## config.mk

```make
export PLATFORM = sky130hd
export DESIGN_NAME = nibble_serial_add_ctrl
export DESIGN_NICKNAME = d
export VERILOG_FILES = /design/src/rtl/nibble_serial_add_ctrl.sv
export SDC_FILE = /design/constraint.sdc
export NUM_CORES = 1
export LEC_CHECK = 0
export ABC_AREA = 0
export BUFFER_PORTS_ARGS = -buffer_cell sky130_fd_sc_hd__buf_2
export CORE_MARGIN = 2
export CORE_UTILIZATION = 50
export DETAILED_ROUTE_END_ITERATION = 10
export PLACE_DENSITY = 0.81
export SETUP_SLACK_MARGIN = 0.4
export SYNTH_ARGS = -nofsm -noshare
export SYNTH_HDL_FRONTEND = slang
export SYNTH_SLANG_ARGS = --single-unit
```

## constraint.sdc

```tcl
create_clock -name clk -period 1.9 [get_ports clk]
set_input_delay 0.285 -clock clk [delete_from_list [all_inputs] [get_ports clk]]
set_output_delay 0.285 -clock clk [all_outputs]
set_load 0.01 [all_outputs]
```

## src/rtl/nibble_serial_add_ctrl.sv

```systemverilog
// Wide adder sequencer: streams operands LS nibble first through one external 4-bit add slice.
// Optional macro SUB_MODE_EN adds a 'sub' input (A-B via inverted B and forced carry-in).
module nibble_serial_add_ctrl #(
    parameter int NIBBLES = 4
) (
    input  logic                 clk,
    input  logic                 rst,
    input  logic                 start_valid,
    output logic                 start_ready,
    input  logic [4*NIBBLES-1:0] op_a,
    input  logic [4*NIBBLES-1:0] op_b,
    input  logic                 cin,
`ifdef SUB_MODE_EN
    input  logic                 sub,
`endif
    output logic                 res_valid,
    input  logic                 res_ready,
    output logic [4*NIBBLES-1:0] result,
    output logic                 cout,
    output logic                 busy,
    output logic [3:0]           slice_a,
    output logic [3:0]           slice_b,
    output logic                 slice_cin,
    input  logic [3:0]           slice_sum,
    input  logic                 slice_cout
);
    localparam int W  = 4*NIBBLES;
    localparam int IW = (NIBBLES > 1) ? $clog2(NIBBLES) : 1;
    localparam logic [IW-1:0] LAST = IW'(NIBBLES-1);

    typedef enum logic [1:0] {IDLE, RUN, DONE} state_t;

    state_t         state_q, state_d;
    logic [W-1:0]   a_q, a_d;
    logic [W-1:0]   b_q, b_d;
    logic [W-1:0]   result_q, result_d;
    logic [IW-1:0]  idx_q, idx_d;
    logic           carry_q, carry_d;
    logic           cout_q, cout_d;

    always_ff @(posedge clk or posedge rst) begin
        if (rst) begin
            state_q  <= IDLE;
            a_q      <= '0;
            b_q      <= '0;
            result_q <= '0;
            idx_q    <= '0;
            carry_q  <= 1'b0;
            cout_q   <= 1'b0;
        end else begin
            state_q  <= state_d;
            a_q      <= a_d;
            b_q      <= b_d;
            result_q <= result_d;
            idx_q    <= idx_d;
            carry_q  <= carry_d;
            cout_q   <= cout_d;
        end
    end

    always_comb begin
        state_d   = state_q;
        a_d       = a_q;
        b_d       = b_q;
        result_d  = result_q;
        idx_d     = idx_q;
        carry_d   = carry_q;
        cout_d    = cout_q;
        slice_a   = 4'h0;
        slice_b   = 4'h0;
        slice_cin = 1'b0;
        case (state_q)
            IDLE: begin
                if (start_valid) begin
                    a_d      = op_a;
                    idx_d    = '0;
                    result_d = '0;
`ifdef SUB_MODE_EN
                    // Two's-complement subtract: A + ~B + 1; cout=1 then means no borrow.
                    b_d      = sub ? ~op_b : op_b;
                    carry_d  = sub ? 1'b1 : cin;
`else
                    b_d      = op_b;
                    carry_d  = cin;
`endif
                    state_d  = RUN;
                end
            end
            RUN: begin
                slice_a   = a_q[4*idx_q +: 4];
                slice_b   = b_q[4*idx_q +: 4];
                slice_cin = carry_q;
                result_d[4*idx_q +: 4] = slice_sum;
                carry_d   = slice_cout;
                // idx parks on the last nibble instead of wrapping.
                if (idx_q == LAST) begin
                    cout_d  = slice_cout;
                    state_d = DONE;
                end else begin
                    idx_d = idx_q + 1'b1;
                end
            end
            DONE: begin
                if (res_ready) begin
                    state_d = IDLE;
                end
            end
            default: state_d = IDLE;
        endcase
    end

    assign start_ready = (state_q == IDLE);
    assign res_valid   = (state_q == DONE);
    assign busy        = (state_q != IDLE);
    assign result      = result_q;
    assign cout        = cout_q;

endmodule
```

## Yosys cells after proc, flatten, opt, wreduce, memory -nomap -nowiden

Cells that the tools add are included.

- Output and inout port bits: 29
- Bits in registers: 54
- Word-level logic and storage cells: 43
- Input bits: 42

- Mux-type cells: 15
- Shift operators: 4
- $add $sub $neg: 2
- Eq/ne operators: 7
- Reduce and logical (&&, ||, !) cells: 8

Operators with widths:

| kind | number |
|---|---|
| $neg A4 Y34 | 1 |
| $shift A4 B34 Y16 const A | 1 |
| $shiftx A4 B34 Y16 | 1 |
| $pmux W16 S2 | 1 |
| $shiftx A16 B5 Y4 | 2 |
| $bwmux W16 | 1 |
| $mux W16 | 1 |
| $mux W2 | 5 |
| $mux W4 | 2 |
| $ne A2 B2 Y1 const B | 3 |
| $pmux W2 S3 | 1 |
| $reduce_and A2 Y1 | 3 |
| $reduce_and A3 Y1 | 2 |
| $eq A2 B2 Y1 const B | 2 |
| $pmux W2 S2 | 1 |
| $reduce_bool A2 Y1 | 2 |
| $add A2 B1 Y2 const B | 1 |
| $eq A2 B1 Y1 const B | 1 |
| $logic_not A2 Y1 | 1 |
| $mux W1 | 2 |
| $ne A2 B1 Y1 const B | 1 |
| $pmux W1 S2 | 1 |

## Depth between registers and ports, before layout

- Depth in word-level cells: 4
- Mapped depth: 6
- Depth with buffers taken out: 5

## Worst setup path after synthesis

No wires, ideal clock.

- Kind: reg2reg
- Start point: register idx_q[1]
- End point: register result_q[10] (netlist: result[10])
- Path buffers: 1
- Data required time: 1,833 ps
- Arrival: 1,681 ps
- Cell stages (with the launch flop): 7
- Slack: 153 ps
- Clock period less this slack: 1,747 ps
- Setup time: 67 ps
- Cells stage by stage: dfrtp_1 -> clkbuf_1 -> inv_1 -> ha_1 -> nand3b_1 -> nor3_1 -> a22o_1

- Cells in the longest elaborated chain, start to end: 4
- Elaborated cells on any way between the ends: 5
- Classes of those cells: add/sub: 1; shift: 2; mux: 2

Ends and longest elaborated chain:

| element | RTL line | RTL |
|---|---|---|
| from (decl) | 37 | `logic [IW-1:0] idx_q, idx_d;` |
| from (signal assigned) | 55 | `idx_q <= idx_d;` |
| $neg A4 Y34 (*) | 93 | `result_d[4*idx_q +: 4] = slice_sum;` |
| $shiftx A4 B34 Y16 or $shift A4 B34 Y16 (tied branches) | 93 |  |
| $bwmux W16 (*) | 93 |  |
| $pmux W16 S2 (*) | 72 | `case (state_q)` |
| to (signal assigned) | 54 | `result_q <= result_d;` |
| to (decl) | 36 | `logic [W-1:0] result_q, result_d;` |

Every way passes the cells marked *; elsewhere a longest branch is shown, timed or not.
A chain may end at the register's enable or synchronous reset.

## Worst setup path after layout

- Start point: register idx_q[0]
- End point: output slice_b[3]

- Cells in the longest elaborated chain, start to end: 2

Ends and longest elaborated chain:

| element | RTL line | RTL |
|---|---|---|
| $shiftx A16 B5 Y4 | 91 | `slice_b = b_q[4*idx_q +: 4];` |
| $mux W4 | 72 |  |
| to (decl) | 22 | `output logic [3:0] slice_b,` |

No other way between the ends.

==> summary.txt <==
CTS
  • CTS sink count: 54
  • Num CTS Buffers: 5
  • Worst skew pair latency: 310 ps
  • Clock transition at the registers of the reported paths: 100 ps
  • CTS max path bufs: 2
  • CTS tree: done
  • CTS HTree Levels: 2
  • Clk root buf: clkbuf_8

Global routing
  • Maximum number of pins on one net before global-route repair: 36
  • GRT Residual Overflow: 0
  • Number of global-route vias before repair: 1,921
  • First-pass GRT wire length: 10,200 µm
  • Global-route usage over all layers: 25.7%
  • Antenna violations before repair: 0

Final layout
  • Most frequent cells in the layout: 60 x buf_2, 51 x dfrtp_1, 34 x mux2_4
  • Nets: 332
  • Layout cells sized above 1: 69.1%
  • Commonest non-fill, non-tap cell in the layout: buf_2
  • Fill cell count: 261
  • Area Growth Syn to Fin: 54.1%
  • Diode count: 0

Pwr
  • VDD IR max: 0.904 mV
  • LEAKAGE: 0.00191 µW
  • Power Total: 7100 µW
  • PD cells: 1840 nW/µm²

Synth
  • Post-Syn Area: 2510 µm²
  • Seq/Total Area, Yosys: 53.9%
  • Netlist cell types: 26
  • Top cell type's share of synthesized area: 53.9%
  • Top cells by area, synth: dfrtp_1 54%, mux2_2 12%, mux4_2 7.2%
  • Syn Inst Count: 171
  • Yosys top cell by area: dfrtp_1
  • Syn nets: 219
  • Mean Syn Cell Area: 14.7 µm²
  • Synth Warn #: 0
  • Flops & latches, synth: 54

Route
  • # DRC: 0
  • Vias: 1,919
  • Final antenna-violating net count: 0
  • Routed len/inst: 19.7 µm
  • Final wirelength: 6950 µm
  • Vias/cell: 5.45
  • DR pass1 iterations: 4
  • Initial DRC Count: 98

Floorplanning
  • Die Y: 74.8 µm
  • Die ar.: 5590 µm²
  • I/O pins: 71
  • Site row count: 25
  • Die width: 74.8 µm
  • CORE AREA: 4790 µm²
  • Initial Util: 52.4%

Critical path
  • CP Capture Type: output port
  • Critical path class: register to output port
  • Critical Path RT: 1620 ps
  • Crit-path slowest cell: dfrtp_4
  • Worst path cell trace: buf_6 > mux4_2 > and2_4 > buf_6
  • Worst endpoint data arrival time: 1680 ps
  • CP startpoint kind: register
  • Critical path buffers and inverters: 2
  • CP Max Fanout: 3
  • CP max stage delay: 520 ps
  • Kind of cell adding the most delay to the critical path: flip-flops
  • CP most frequent cell: buf_6

Timing
  • RSZ-0062 raised after global routing: true
  • Tcrit/Tclk final: 103%
  • Worst Tran Pin Value: 482 ps
  • Worst Skew: 7.92 ps
  • Slew Limit Fails: 0
  • Max Freq: 0.510 GHz
  • Setup ws final: -60.1 ps
  • Final Hold Fails: 0
  • Setup Viol. Count Final: 14
  • Tmin final: 1960 ps
  • Hold slack: 192 ps
  • Relative slew slack: 67.8%

Run status
  • Failing checks: setup timing
  • Status: complete, but fails checks

Place
  • Post-DP HPWL: 3770 µm
  • RD Place Congestion: 0.710
  • I/O Buffers: 70

Hold path
  • Hold Crit Class: input port to register

Job
  • Max Cap Violations: 0
-- logic make-up after synthesis --
family | share of synthesized area (%)
DFF | 53.9
muxes | 22.5
and+or+nand+nor | 9.64
AOI/OAI and AO/OA | 7.49
buffers and inverters | 3.49
adders and majority gates | 3.00
-- worst reg2reg max path: stages (launching register included) --
cell        delay [ps]
dfrtp_4            460
buf_6              130
buf_6              110
buf_6              100
clkinvlp_4         120
ha_4               340
nand3b_1           140
nor3_4             270
a22o_1             200
-- power by group --
group / switching, µW / internal, µW / leakage, µW
combinational: 1670 / 2670 / 0.00118
clock: 380 / 388 / 0.0000579
sequential: 333 / 1660 / 0.000667
total: 2380 / 4710 / 0.00191
-- layout make-up --
type,instances,area (µm²),share of cell area [%]
flip-flops and latches,54,1360,35.2
well taps,67,83.8,2.17
repair buffers,114,958,24.8
inverters,5,26.3,0.680
clock inverters,3,40.0,1.04
clock buffers,5,68.8,1.78
multi-input cells,104,1330,34.3
-- synthesized netlist by cell type --
cell type  instances
ha_1               6
inv_1              5
nand2_1            9
a22o_1            16
a21o_1             4
a22oi_1            1
nor2b_1            2
nand2b_1           3
nor2_1             1
nor4_4             2
buf_2              1
clkbuf_1           2
mux2_2            27
nor3b_1            1
dfrtp_1           54
nor4b_2            1
nand2b_4           1
nand3b_1           1
nor3_1             1
and2_1             9
mux4_2             8
o21ai_0            2
or2_2              1
buf_6              5
nor3b_4            1
mux2_1             7
-- state kept, by name, indices dropped and copies added (netlist names) --
register,cells
a_q,16
b_q,16
carry_q,1
cout,1
idx_q,2
result,16
state_q,2
-- what timing repair did --
item | in CTS | in global routing
buffers inserted | 17 | 13
endpoints found under the hold margin | 3 | 0
pin swaps | 23 | 13
hold buffers | 1 | 0
endpoints found under the setup margin | 62 | 65
cloned | 5 | 0
gates resized for setup | 45 | 25
-- routing by layer --
layer | up-vias | share of wire [%] | GRT usage (%)
met5 | - | 0 | 0
li1 | 848 | - | -
met4 | 0 | 2.1 | 8.93
met2 | 60 | 52 | 42.0
met1 | 994 | 42 | 34.2
met3 | 17 | 3.9 | 5.89
-- worst paths after layout --
path                           start         end  slack (ps)  cells past startpoint
setup / recovery            idx_q[0]  slice_b[3]         -60                      4
hold / removal               op_a[8]      a_q[8]         190                      2
setup reg to reg            idx_q[0]  result[11]         -40                      8
hold reg to reg            result[3]   result[3]         510                      1
max in group asynchronous        rst    idx_q[0]         830                      4
min in group asynchronous        rst  state_q[1]         540                      3
-- metrics by stage --
stage	instance area [µm²]	worst slack, ps	std cells	TNS (ps)	util [%]
floorplan	2660	291	171	0	-
global placement	3110	98.3	308	0	64.9
detailed placement	3110	28.9	308	0	64.9
CTS	3670	-20.1	339	-103	76.7
global route	3860	-101	352	-1390	80.7
finish	3860	-60.1	352	-466	80.7
(Power assumes the default switching activity.)
